### src/rtl/alu_pkg.sv
// alu_pkg: shared state encoding and chunk-count helpers for the sequential adder
package alu_pkg;

    typedef enum logic [1:0] {
        IDLE = 2'd0,
        RUN  = 2'd1,
        DONE = 2'd2
    } state_t;

    function automatic int nchunk(input int width, input int chunk);
        return width / chunk;
    endfunction

    function automatic int idx_w(input int n);
        return n > 1 ? $clog2(n) : 1;
    endfunction

endpackage

### src/rtl/add_slice.sv
// add_slice: combinational CHUNK-bit ripple adder exposing the carry into its top bit
module add_slice #(
    parameter int CHUNK = 1
) (
    input  logic [CHUNK-1:0] a,
    input  logic [CHUNK-1:0] b,
    input  logic             cin,
    output logic [CHUNK-1:0] s,
    output logic             cout,
    output logic             c_msb
);

    logic [CHUNK:0] c;

    assign c[0] = cin;

    for (genvar i = 0; i < CHUNK; i++) begin : g_bit
        assign s[i]   = a[i] ^ b[i] ^ c[i];
        assign c[i+1] = (a[i] & b[i]) | (c[i] & (a[i] ^ b[i]));
    end

    assign cout  = c[CHUNK];
    assign c_msb = c[CHUNK-1];

endmodule

### src/rtl/adder_seq.sv
// adder_seq: multi-cycle adder/subtractor, CHUNK bits per clock, with carry/overflow/zero flags
module adder_seq
    import alu_pkg::*;
#(
    parameter int WIDTH = 8,
    parameter int CHUNK = 1
) (
    input  logic             clk,
    input  logic             rst,
    input  logic             start,
    input  logic             sub,
    input  logic             carry_in,
    input  logic [WIDTH-1:0] a,
    input  logic [WIDTH-1:0] b,
    output logic             busy,
    output logic             done,
    output logic [WIDTH-1:0] sum,
    output logic             carry_out,
    output logic             overflow,
    output logic             zero
);

    localparam int NCHUNK = nchunk(WIDTH, CHUNK);
    localparam int KW = idx_w(NCHUNK);
    localparam logic [KW-1:0] K_LAST = KW'(NCHUNK - 1);

    if (WIDTH < 2 || WIDTH % CHUNK != 0) begin : g_bad_params
        $error("adder_seq: WIDTH must be >= 2 and a multiple of CHUNK");
    end

    state_t state_q, state_d;
    logic [KW-1:0] k_q, k_d;
    logic [WIDTH-1:0] a_q, a_d, b_q, b_d, part_q, part_d, sum_q, sum_d;
    logic carry_q, carry_d, cout_q, cout_d, ovf_q, ovf_d, zero_q, zero_d;
    logic [CHUNK-1:0] a_k, b_k, s_k;
    logic c_out, c_msb, accept;

    assign a_k = a_q[k_q*CHUNK +: CHUNK];
    assign b_k = b_q[k_q*CHUNK +: CHUNK];

    add_slice #(.CHUNK(CHUNK)) u_slice (
        .a    (a_k),
        .b    (b_k),
        .cin  (carry_q),
        .s    (s_k),
        .cout (c_out),
        .c_msb(c_msb)
    );

    assign accept = start && (state_q == IDLE || state_q == DONE);

    always_comb begin
        state_d = state_q;
        k_d     = k_q;
        a_d     = a_q;
        b_d     = b_q;
        carry_d = carry_q;
        part_d  = part_q;
        sum_d   = sum_q;
        cout_d  = cout_q;
        ovf_d   = ovf_q;
        zero_d  = zero_q;
        if (accept) begin
            state_d = RUN;
            a_d     = a;
            b_d     = sub ? ~b : b;
            carry_d = carry_in;
            k_d     = '0;
        end else if (state_q == DONE) begin
            state_d = IDLE;
        end else if (state_q == RUN) begin
            part_d[k_q*CHUNK +: CHUNK] = s_k;
            carry_d = c_out;
            k_d     = k_q + 1'b1;
            // The final chunk's slice supplies both the MSB carry-in and carry-out
            if (k_q == K_LAST) begin
                state_d = DONE;
                sum_d   = part_d;
                cout_d  = c_out;
                ovf_d   = c_msb ^ c_out;
                zero_d  = part_d == '0;
            end
        end
    end

    always_ff @(posedge clk) begin
        if (rst) begin
            state_q <= IDLE;
            k_q     <= '0;
            a_q     <= '0;
            b_q     <= '0;
            carry_q <= 1'b0;
            part_q  <= '0;
            sum_q   <= '0;
            cout_q  <= 1'b0;
            ovf_q   <= 1'b0;
            zero_q  <= 1'b1;
        end else begin
            state_q <= state_d;
            k_q     <= k_d;
            a_q     <= a_d;
            b_q     <= b_d;
            carry_q <= carry_d;
            part_q  <= part_d;
            sum_q   <= sum_d;
            cout_q  <= cout_d;
            ovf_q   <= ovf_d;
            zero_q  <= zero_d;
        end
    end

    assign busy      = state_q == RUN;
    assign done      = state_q == DONE;
    assign sum       = sum_q;
    assign carry_out = cout_q;
    assign overflow  = ovf_q;
    assign zero      = zero_q;

endmodule

### config.mk
export PLATFORM = sky130hd
export DESIGN_NAME = adder_seq
export DESIGN_NICKNAME = d
export VERILOG_FILES = /design/src/rtl/alu_pkg.sv /design/src/rtl/add_slice.sv /design/src/rtl/adder_seq.sv
export SDC_FILE = /design/constraint.sdc
export NUM_CORES = 1
export LEC_CHECK = 0
export ABC_AREA = 1
export CORE_MARGIN = 2
export CORE_UTILIZATION = 50
export DETAILED_ROUTE_END_ITERATION = 12
export GPL_TIMING_DRIVEN = 1
export PLACE_DENSITY = 0.76
export SYNTH_ARGS = -nofsm -noshare
export SYNTH_HDL_FRONTEND = slang
export SYNTH_HIERARCHICAL = 1
export SYNTH_SLANG_ARGS = --single-unit
### constraint.sdc
create_clock -name clk -period 6.17 [get_ports clk]
set_input_delay 0.9255 -clock clk [delete_from_list [all_inputs] [get_ports clk]]
set_output_delay 0.9255 -clock clk [all_outputs]
set_load 0.005 [all_outputs]
* Word level (Yosys, flattened, before mapping)
Cells that the tools add are included.
W data, S select, Z words.
** Storage, ports and cells
- Bits in registers :: 41
- Output and inout bits :: 13
- RAM bits :: 0
- Memories kept :: 0
- Memory bits (read-only) :: 0
- Bits in latches :: 0
** Cells by class
- Order comparisons :: 0
- Add/subtract/negate cells :: 2
- Muxes and demuxes :: 9
- Eq/ne operators :: 4
- Div/mod/pow operators :: 0
- Bitwise gates (word level) :: 9
- Shift-type cells :: 4
- Reductions and logical operators :: 15
- Multipliers :: 0
** Operators by type and width (number)
- $neg A3 Y34 :: 1
- $shift A1 B34 Y8 const A :: 1
- $shiftx A1 B34 Y8 :: 1
- $shiftx A8 B4 Y1 :: 2
- $bwmux W8 :: 1
- $logic_not A8 Y1 :: 1
- $mux W8 :: 1
- $not A8 Y8 :: 1
- $reduce_and A2 Y1 :: 4
- $mux W1 :: 7
- $reduce_bool A3 Y1 :: 2
- $reduce_and A4 Y1 :: 1
- $add A3 B1 Y3 const B :: 1
- $eq A3 B3 Y1 const B :: 1
- $reduce_and A3 Y1 :: 1
- $reduce_or A3 Y1 :: 1
- $xor A1 B1 Y1 :: 3
- $and A1 B1 Y1 :: 2
- $eq A2 B1 Y1 const B :: 1
- $eq A2 B2 Y1 const B :: 1
- $logic_not A2 Y1 :: 1
- $ne A2 B1 Y1 const B :: 1
- $not A1 Y1 :: 2
- $reduce_bool A2 Y1 :: 1
- 4 further kinds :: 4

* Logic depth before layout (Yosys ltp)
Gate-level depths: netlist of run 1.
- Word-level depth :: 7
- Gate-level depth with buffers :: 15
- Gate-level depth less buffers :: 14

* Modules after synthesis
Netlist of run 1, hierarchy kept.
** By module, submodules not included
- adder_seq :: times used 1, seq. area each 820.8 µm², cells each 273, area each 2021.9 µm²
- add_slice :: times used 1, seq. area each 0.0 µm², cells each 2, area each 27.5 µm²

* Least setup slack after synthesis of run 1
No wires, ideal clock.
- Path kind :: register -> register
- Start :: reg k_q[0]
- End :: reg zero_q (netlist: zero)
- Path slack :: 4.014 ns
- Stages on the path, launching flop included :: 15
- Data required time :: 6.055 ns
- Setup time :: 0.115 ns
- Buffers on the path :: 1
- Arrival time :: 2.041 ns
- Cells stage by stage :: dfxtp_1 inv_1 buf_2 o21ai_0 o22ai_1 nor2_1 a31oi_1 fa_1 nand2_1 nor2_1 nand4_1 nand3_2 nor2_1 nand2_1 nand2_1
** On the way
- Cells in the longest elaborated chain, start to end :: 6
- Elaborated cells on any way between the ends :: 11
- Classes of those cells :: add/sub (1); eq/ne (1); shift (4); mux (1); bitwise (2); reduce/logical (2)
** Ends and longest elaborated chain
- from (decl) :: line adder_seq.sv:32 : logic [KW-1:0] k_q, k_d;
- from (signal assigned) :: line adder_seq.sv:100 : k_q <= k_d;
- $shiftx A8 B4 Y1 :: line adder_seq.sv:38 : assign a_k = a_q[k_q*CHUNK +: CHUNK];
- named net a_k :: line adder_seq.sv:35 : logic [CHUNK-1:0] a_k, b_k, s_k;
- $xor A1 B1 Y1 (2 in a row) :: line add_slice.sv:18 : assign s[i] = a[i] ^ b[i] ^ c[i];
- named net s_k :: line adder_seq.sv:35
- $shiftx A1 B34 Y8 :: line adder_seq.sv:72 : part_d[k_q*CHUNK +: CHUNK] = s_k;
- $bwmux W8 :: line adder_seq.sv:72
- $logic_not A8 Y1 :: line adder_seq.sv:81 : zero_d = part_d == '0;
- to (signal assigned) :: line adder_seq.sv:108 : zero_q <= zero_d;
- to (decl) :: line adder_seq.sv:34 : logic carry_q, carry_d, cout_q, cout_d, ovf_q, ovf_d, zero_q, zero_d;
The timed path passes the listed nets, and every way through them passes these cells.
A chain may end at the register's enable or synchronous reset.

* Worst setup path after layout of run 1
- Start :: reg state_q[1]
- End :: out busy
** On the way
- Cells in the longest elaborated chain, start to end :: 1
** Ends and longest elaborated chain
- from (decl) :: line adder_seq.sv:31 : state_t state_q, state_d;
- from (signal assigned) :: line adder_seq.sv:99 : state_q <= state_d;
- $eq A2 B1 Y1 :: line adder_seq.sv:112 : assign busy = state_q == RUN;
- to (decl) :: line adder_seq.sv:15 : output logic busy,
Every way passes these cells.

==> results.cfg, run 1 <==
[timing]
clock_skew_ps = 5.056
tns_ps = 0
min_period_over_period_pct = 46.96
period_needed_ps = 2898
relSlewSlack_pct = 53.10
tightest_slew_ps = 703.4
timing.final.hold_violations = 0
fmax_ghz = 0.3451
rsz0062_at_grt = no
report.final.slew_viol_count = 0
setup_viol = 0

[power_and_ir_drop]
seq_power_share_pct = 51.4
power_density_nw_per_um2 = 228.7
p_sw_mw = 0.1527
clkPwrFrac_pct = 30.9
ir_worst_vdd_v = 0.0001325
leakagePower_nw = 1.077
swShare_pct = 27.07
p_total_mw = 0.5639
internal_power_mw = 0.4113
p_comb_share_pct = 17.7

[yosys]
synthCells = 275
async_flop_share_pct = 0
postSynthAreaPerCell_sq_um = 7.453
synth-seq-cells = 41
syn_area_sq_um = 2049
ys_seq_area_share_pct = 40.05
synth_edf_count = 0
ys.flop_type = dfxtp_1
syn_nets = 305
ys_warn_count = 6
synth.distinct_cells = 33

[clock_network]
clkSinkCount = 41
clockBufferDepth = 2
cts_tree = yes
cts_setup_buffers = 0
clkLatencyLatePin_ps = 290
cts_hold_buf = 0
cts-root-buf = clkbuf_8
clk_pin_slew_ps = 70
tritoncts.num_buffers = 5
h-tree-depth = 2
cts_repair_resize_count = 0

[floorplanning]
die_y_microns = 68.02
design.core.area_sq_um = 3971
num_io_pins = 34
num_rows = 23
die_w_microns = 68.02
start_util_pct = 51.61
dieArea_sq_um = 4627

[routing]
via_per_inst = 5.241
drc = 0
wl_mm = 4.397
firstDrtPassIters = 4
dr_total_vias = 1850
detail-route-antenna-nets = 0
wire_per_inst_microns = 12.46
first_iter_violations = 69

[global_route]
grt.busiest_layer = met2
grt_util_met3_pct = 5.099
grt_max_degree = 26
use_met1_pct = 29.30
track_usage_pct = 21.40
gr-usage-met2_pct = 33.74
overflow = 0
antenna_found_initial = 0
grt_pass1_vias = 1659
grt_pass1_wl_mm = 7.527

[placed_design]
place.detailed.hpwl_mm = 3.159
place_congestion = 0.8750
place_area_sq_um = 2380
portBuffers = 33

[worst_setup_path]
path_class = flip-flop to output pin
r2r_cells = 13
r2r-start = k_q[0]
arrival_ps = 1970
end_kind = output pin
r2r_setup_slack_ps = 3420
crit_fanout = 21
crit_path_start_kind = flip-flop
crit_required_ps = 5240
r2r-end = zero

[run_status]
status = completed

[layout]
syn2layout_area_growth_pct = 20.33
finish.instance_area_sq_um = 2466
seq_area_sq_um = 820.8
multi_input_area_sq_um = 1051
fillers = 371
drive_gt1_share_pct = 6.931
fin_nets = 333
antenna_cells = 0

[min_path]
hp-start = b_q[5]
hold-path-endpoint = b_q[5]
worstHoldPathCells = 2
hp-class = flip-flop to flip-flop

[job]
cap_violations = 0
==> cell families (layout without fill, tap and decap cells) <==
kind of cell | count (synthesis) | after routing | synth area share (%)
simple gates | 96 | 96 | 20.57
compound gates | 78 | 78 | 21.00
buf+inv | 42 | 70 | 8.669
flops | 41 | 41 | 40.05
fa+ha+maj | 9 | 9 | 5.861
xor+xnor | 9 | 9 | 3.846
==> routing by layer <==
layer	part of all wire [%]	vias to the layer above
met5	0	-
met4	1.4	0
met3	6.0	5
met2	44	49
met1	49	824
li1	-	972
==> placed cells by master, fill, tap and decap left out <==
cell              n
nand2_1          26
clkbuf_8          6
inv_4             1
ha_1              8
xor2_1            1
a21oi_1          20
o21ai_0          29
inv_2             5
o31ai_1           1
dfxtp_1          41
a211oi_1          3
clkdlybuf4s50_1  33
o21ai_1          14
clkbuf_1          1
o211a_1           1
o21a_4            1
nand4_1           7
o22ai_1           4
xnor2_1           8
fa_1              1
o21ai_2           1
o21bai_1          1
nor3_4            1
nor3_2            1
nand3_1           7
nand3_2           1
nor2_2            1
nor2_1           49
nand2_2           3
a31oi_1           3
inv_1            24
==> power groups by stage <==
stage	sequential [mW]	combinational [mW]	clock [mW]
after floorplan	0.292	0.0731	0
after global placement	0.296	0.0968	0
after detailed placement	0.296	0.0984	0
after CTS	0.290	0.0991	0.177
after global routing	0.292	0.113	0.190
final	0.290	0.0996	0.174
==> worst max-delay path, stage by stage, from the launching register on <==
cell and delay [ps]:
dfxtp_1 340, inv_1 100, ha_1 620, clkdlybuf4s50_1 630
==> stage by stage <==
stage          std cells  setup slack, ps  hold slack (ps)  utilization [%]
2_1_floorplan        275             4014            429.2                -
3_3_place_gp         346             3353            450.0            59.92
3_5_place_dp         346             3325            446.4            59.92
4_1_cts              353             3277            468.0            62.10
5_1_grt              353             3136            506.9            62.10
6_report             353             3272            477.3            62.10
==> how the worst max path moves through the flow <==
| stage | startpoint | end | slack [ps] |
|---|---|---|---|
| floorplan | k_q[0] | zero | 4010 |
| global placement | rst | state_q[1] | 3350 |
| detailed placement | rst | state_q[1] | 3320 |
| global route | k_q[0] | zero | 3140 |
| finish | state_q[1] | busy | 3270 |
| CTS | state_q[1] | busy | 3280 |
==> layout make-up <==
class                      instances  area share, %
clock buffer                       7          3.501
timing repair buffer              33          13.39
multi-input combinational        192          42.62
tap                               50          2.537
sequential                        41          33.28
inverter                          30          4.668
==> state kept, by name, summed over array words and instances (netlist names) <==
signal     count
k_q            3
part_q         8
b_q            8
sum            8
state_q        2
carry_out      1
zero           1
carry_q        1
overflow       1
a_q            8
==> Yosys cell counts, types with 3 or more instances <==
cell type	count	area share (%)
nand3_1	7	1.7
a211oi_1	3	1.1
xnor2_1	8	3.4
o21ai_0	29	7.1
a21oi_1	20	4.9
a31oi_1	3	0.92
o22ai_1	4	1.2
nand2_1	26	4.8
nor2_1	49	9.0
clkbuf_1	4	0.73
o21ai_1	14	3.4
dfxtp_1	41	40
nand2_2	3	0.92
buf_2	5	1.2
inv_2	5	0.92
nand4_1	7	2.1
ha_1	8	4.9
inv_1	24	4.4
Power figures use the tool's default switching activity.
==> run 2, diff against run 1 <==
==> constraint.sdc (replaced) <==
create_clock -name clk -period 3 [get_ports clk]
set_input_delay 0.45 -clock clk [delete_from_list [all_inputs] [get_ports clk]]
set_output_delay 0.45 -clock clk [all_outputs]
set_load 0.005 [all_outputs]
==> run 2 against run 1 <==
Setup slack lost 2600 ps. Combinational power increased by 110%. Wire length decreased by 2.1%. Clock power grew 97%. Critical endpoint is now zero.
==> results.cfg, run 2 (synthesized netlist as in run 1, its figures left out) <==
[run_status]
status = completed

[floorplanning]
dieArea_sq_um = 4627
die_y_microns = 68.02
num_io_pins = 34
start_util_pct = 51.61
num_rows = 23
design.core.area_sq_um = 3971
die_w_microns = 68.02

[routing]
wl_mm = 4.305
wire_per_inst_microns = 12.03
firstDrtPassIters = 4
first_iter_violations = 127
via_per_inst = 5.120
drc = 0
detail-route-antenna-nets = 0
dr_total_vias = 1833

[clock_network]
clockBufferDepth = 2
clkLatencyLatePin_ps = 290
tritoncts.num_buffers = 5
cts_setup_buffers = 0
clkSinkCount = 41
cts_repair_resize_count = 0
clk_pin_slew_ps = 70
cts_tree = yes
cts-root-buf = clkbuf_8
h-tree-depth = 2
cts_hold_buf = 0

[timing]
clock_skew_ps = 5.959
setup_viol = 0
worst_slack_ps = 652.5
period_needed_ps = 2348
min_period_over_period_pct = 78.25
report.final.slew_viol_count = 0
timing.hold.ws_ps = 477.4
timing.final.hold_violations = 0
tns_ps = 0
tightest_slew_ps = 450.3
rsz0062_at_grt = no
relSlewSlack_pct = 69.88
fmax_ghz = 0.4260

[layout]
fin_nets = 337
layout_common_cells = nor2_1, dfxtp_1, clkdlybuf4s50_1
finalNonFillerCells = 358
mostFrequentLayoutCell = nor2_1
antenna_cells = 0
drive_gt1_share_pct = 7.792
syn2layout_area_growth_pct = 21.49
fillers = 381
finish.instance_area_sq_um = 2490

[worst_setup_path]
r2r-end = zero
slowest_delay_ps = 550
crit_fanout = 14
crit_path_start_kind = flip-flop
end_kind = flip-flop
r2r_setup_slack_ps = 650
arrival_ps = 2530
r2r-start = k_q[0]
crit_top_cell = nand2_1
path_class = flip-flop to flip-flop
cpMaxStageDelayCell = fa_1
r2r_cells = 14
crit_required_ps = 3190
worstPathCellList = inv_1 -> a21oi_1 -> o21ai_1 -> nand2_1 -> nor2_1 -> a31oi_1 -> fa_1 -> nand2_1 -> nor2_1 -> nand4_1 -> nand3_2 -> nor2_1 -> nand2_1 -> nand2_1

[global_route]
grt_max_degree = 22
track_usage_pct = 20.86
grt_pass1_wl_mm = 7.265
antenna_found_initial = 0
grt_pass1_vias = 1648
overflow = 0

[power_and_ir_drop]
p_comb_share_pct = 18.4
leakagePower_nw = 1.092
ir_worst_vdd_v = 0.0002368
clkPwrFrac_pct = 29.8
internal_power_mw = 0.8325
p_sw_mw = 0.3142
seq_power_share_pct = 51.8
power_density_nw_per_um2 = 460.6
swShare_pct = 27.40

[placed_design]
place_inst = 350
place_area_sq_um = 2410
place_ws_ps = 700.6
place_congestion = 0.8688
portBuffers = 33
place.detailed.hpwl_mm = 3.167

[job]
cap_violations = 0

[min_path]
hp-class = flip-flop to flip-flop
hold-path-endpoint = b_q[5]
worstHoldPathCells = 2
hp-start = b_q[5]
run 2: final cells by class:
class / instances / area, sq um / area share [%]
Multi-Input combinational cell: 192 / 1051 / 42.21
Inverter: 30 / 115.1 / 4.623
Sequential cell: 41 / 820.8 / 32.96
Tap cell: 50 / 62.56 / 2.513
Clock buffer: 8 / 80.08 / 3.216
Timing Repair Buffer: 37 / 360.3 / 14.47
run 2: worst max-delay path: cells and delay by family, from the launching register on:
family                   cells  cell delay, ps
AO/OA/AOI/OAI                3             260
adder cells (fa/ha/maj)      1             550
buffers and inverters        1             300
flip-flops                   1             320
AND/OR/NAND/NOR              9             810
run 2: worst max path at each step:
stage / slack (ps) / end / cells past startpoint / from
final: 650 / zero / 14 / k_q[0]
after global placement: 750 / zero / 14 / k_q[1]
after global routing: 370 / zero / 14 / k_q[0]
after detailed placement: 700 / zero / 14 / k_q[0]
after floorplan: 840 / zero / 14 / k_q[0]
after CTS: 680 / zero / 13 / k_q[0]
run 2: per-stage QoR:
step / util (%) / power (mW)
CTS: 62.70 / 1.160
floorplan: - / 0.7505
detailed placement: 60.68 / 0.8159
global placement: 60.68 / 0.8118
global route: 62.70 / 1.217
finish: 62.70 / 1.147
run 2: power by group through the flow:
stage	clock network [mW]	logic, mW	registers, mW
detailed placement	0	0.210	0.606
CTS	0.355	0.211	0.594
floorplan	0	0.150	0.600
finish	0.342	0.211	0.594
global placement	0	0.206	0.606
global route	0.379	0.239	0.599
run 2: layer usage:
metal  vias to the layer above  part of all wire, %  track usage [%]
met5                         -                    0                0
met4                         0                  1.0            6.750
met3                         4                  3.9            4.441
met2                        41                   45            33.25
met1                       811                   50            28.09
li1                        977                    -                -
==> run 3, diff against run 2 <==
==> constraint.sdc (replaced) <==
create_clock -name clk -period 2.31 [get_ports clk]
set_input_delay 0.3465 -clock clk [delete_from_list [all_inputs] [get_ports clk]]
set_output_delay 0.3465 -clock clk [all_outputs]
set_load 0.005 [all_outputs]
==> run 3 against run 2 <==
Non-clock buffer count rose by 6. Sequential share of layout area fell by 1.1 points. Flip-flop and latch count did not move. Global-route usage rose by 1.6 points. Die area did not move. Register-to-register slack got worse by 530 ps.
==> results.cfg, run 3 (synthesized netlist as in run 1, its figures left out) <==
[layout]
fillers = 376
syn2layout_area_growth_pct = 26.13
multi_input_area_sq_um = 1077
drive_gt1_share_pct = 13.69
finalNonFillerCells = 364
fin_nets = 343
mostFrequentLayoutCell = nor2_1
seq_area_sq_um = 823.3
antenna_cells = 0
layout_common_cells = nor2_1, dfxtp_1, clkdlybuf4s50_1
final_util_pct = 65.09

[clock_network]
cts-root-buf = clkbuf_8
h-tree-depth = 2
clockBufferDepth = 2
cts_tree = yes
clk_pin_slew_ps = 80
clkLatencyLatePin_ps = 290
cts_hold_buf = 0
tritoncts.num_buffers = 5
clkSinkCount = 41

[routing]
first_iter_violations = 75
drc = 0
detail-route-antenna-nets = 0
wire_per_inst_microns = 12.76
via_per_inst = 5.195
dr_total_vias = 1891
wl_mm = 4.645
firstDrtPassIters = 4

[floorplanning]
num_rows = 23
die_w_microns = 68.02
num_io_pins = 34
design.core.area_sq_um = 3971
die_y_microns = 68.02
start_util_pct = 51.61
dieArea_sq_um = 4627

[timing]
fmax_ghz = 0.4565
period_needed_ps = 2191
timing.final.hold_violations = 0
report.final.slew_viol_count = 0
clock_skew_ps = 4.182
relSlewSlack_pct = 71.05
min_period_over_period_pct = 94.84
setup_viol = 0
tightest_slew_ps = 432.9

[worst_setup_path]
r2r_setup_slack_ps = 120
crit_path_start_kind = flip-flop
crit_required_ps = 2550
arrival_ps = 2440
end_kind = flip-flop
path_class = flip-flop to flip-flop
crit_fanout = 9

[placed_design]
place.detailed.hpwl_mm = 3.333
place_inst = 353
portBuffers = 33
place_congestion = 0.9207

[global_route]
grt_pass1_wl_mm = 7.824
grt_max_degree = 25
grt_pass1_vias = 1747
track_usage_pct = 22.42
antenna_found_initial = 0
overflow = 0

[job]
cap_violations = 0

[power_and_ir_drop]
ir_worst_vdd_v = 0.0004933
leakagePower_nw = 1.139
power_density_nw_per_um2 = 617.7

[run_status]
status = completed

[min_path]
hp-class = flip-flop to flip-flop
-- run 3: cell types whose count changed in the layout (fill, tap and decap cells not counted), sizes merged --
| cell | previous run | this run |
|---|---|---|
| buf | 4 | 10 |
| clkbuf | 8 | 7 |
| clkinv | 0 | 1 |
-- run 3: final timing paths --
path              startpoint     end  depth (start not counted)
hold / removal        b_q[1]  b_q[1]                          2
hold reg to reg       b_q[1]  b_q[1]                          2
setup / recovery      k_q[0]    zero                         14
setup reg to reg      k_q[0]    zero                         14
-- run 3: cell type report --
cell class | instances | area share, %
Multi-Input combinational cell | 192 | 41.67
Timing Repair Buffer | 43 | 15.68
Clock inverter | 1 | 0.1936
Inverter | 30 | 4.453
Tap cell | 50 | 2.420
Sequential cell | 41 | 31.85
Clock buffer | 7 | 3.727
-- run 3: worst max-delay path, cell delays in order (launching register included) --
cell and delay (ps):
dfxtp_2 340, buf_4 160, a21oi_1 120, o21ai_0 90
nand2_1 70, nor2_1 30, a31oi_1 190, fa_1 490
nand2_2 120, nand2_1 70, o21ai_2 70, nand3_1 120
nor2_2 140, nand2_1 60, nand2_1 50
-- run 3: layer usage --
| metal | up-vias | global-route usage [%] | wire, microns |
|---|---|---|---|
| met5 | - | 0 | 0 |
| met4 | 0 | 6.750 | 81 |
| met3 | 8 | 5.099 | 180 |
| met2 | 36 | 34.34 | 2097 |
| met1 | 862 | 31.39 | 2285 |
| li1 | 985 | - | - |
-- run 3: power by group --
part	internal (mW)	leakage [nW]	total [mW]	switching [mW]
clock	0.270	0.0542	0.511	0.241
combinational	0.139	0.748	0.313	0.174
sequential	0.749	0.337	0.773	0.0242
total	1.16	1.14	1.60	0.440
-- run 3: per-stage QoR --
step / setup TNS (ps) / hold WS, ps / setup WS, ps / area, sq um / power [mW]
finish: 0 / 491.4 / 119.3 / 2585 / 1.597
global route: -48.78 / 503.6 / -48.78 / 2585 / 1.670
CTS: 0 / 487.8 / 54.29 / 2534 / 1.576
detailed placement: 0 / 474.7 / 79.17 / 2432 / 1.067
global placement: 0 / 466.1 / 133.2 / 2432 / 1.061
floorplan: 0 / 429.2 / 154.3 / 2049 / 0.9747
-- run 3: timing repair --
item	CTS	global route
endpoints found under the setup margin	0	10
setup buffers	0	3
resized for setup	0	13
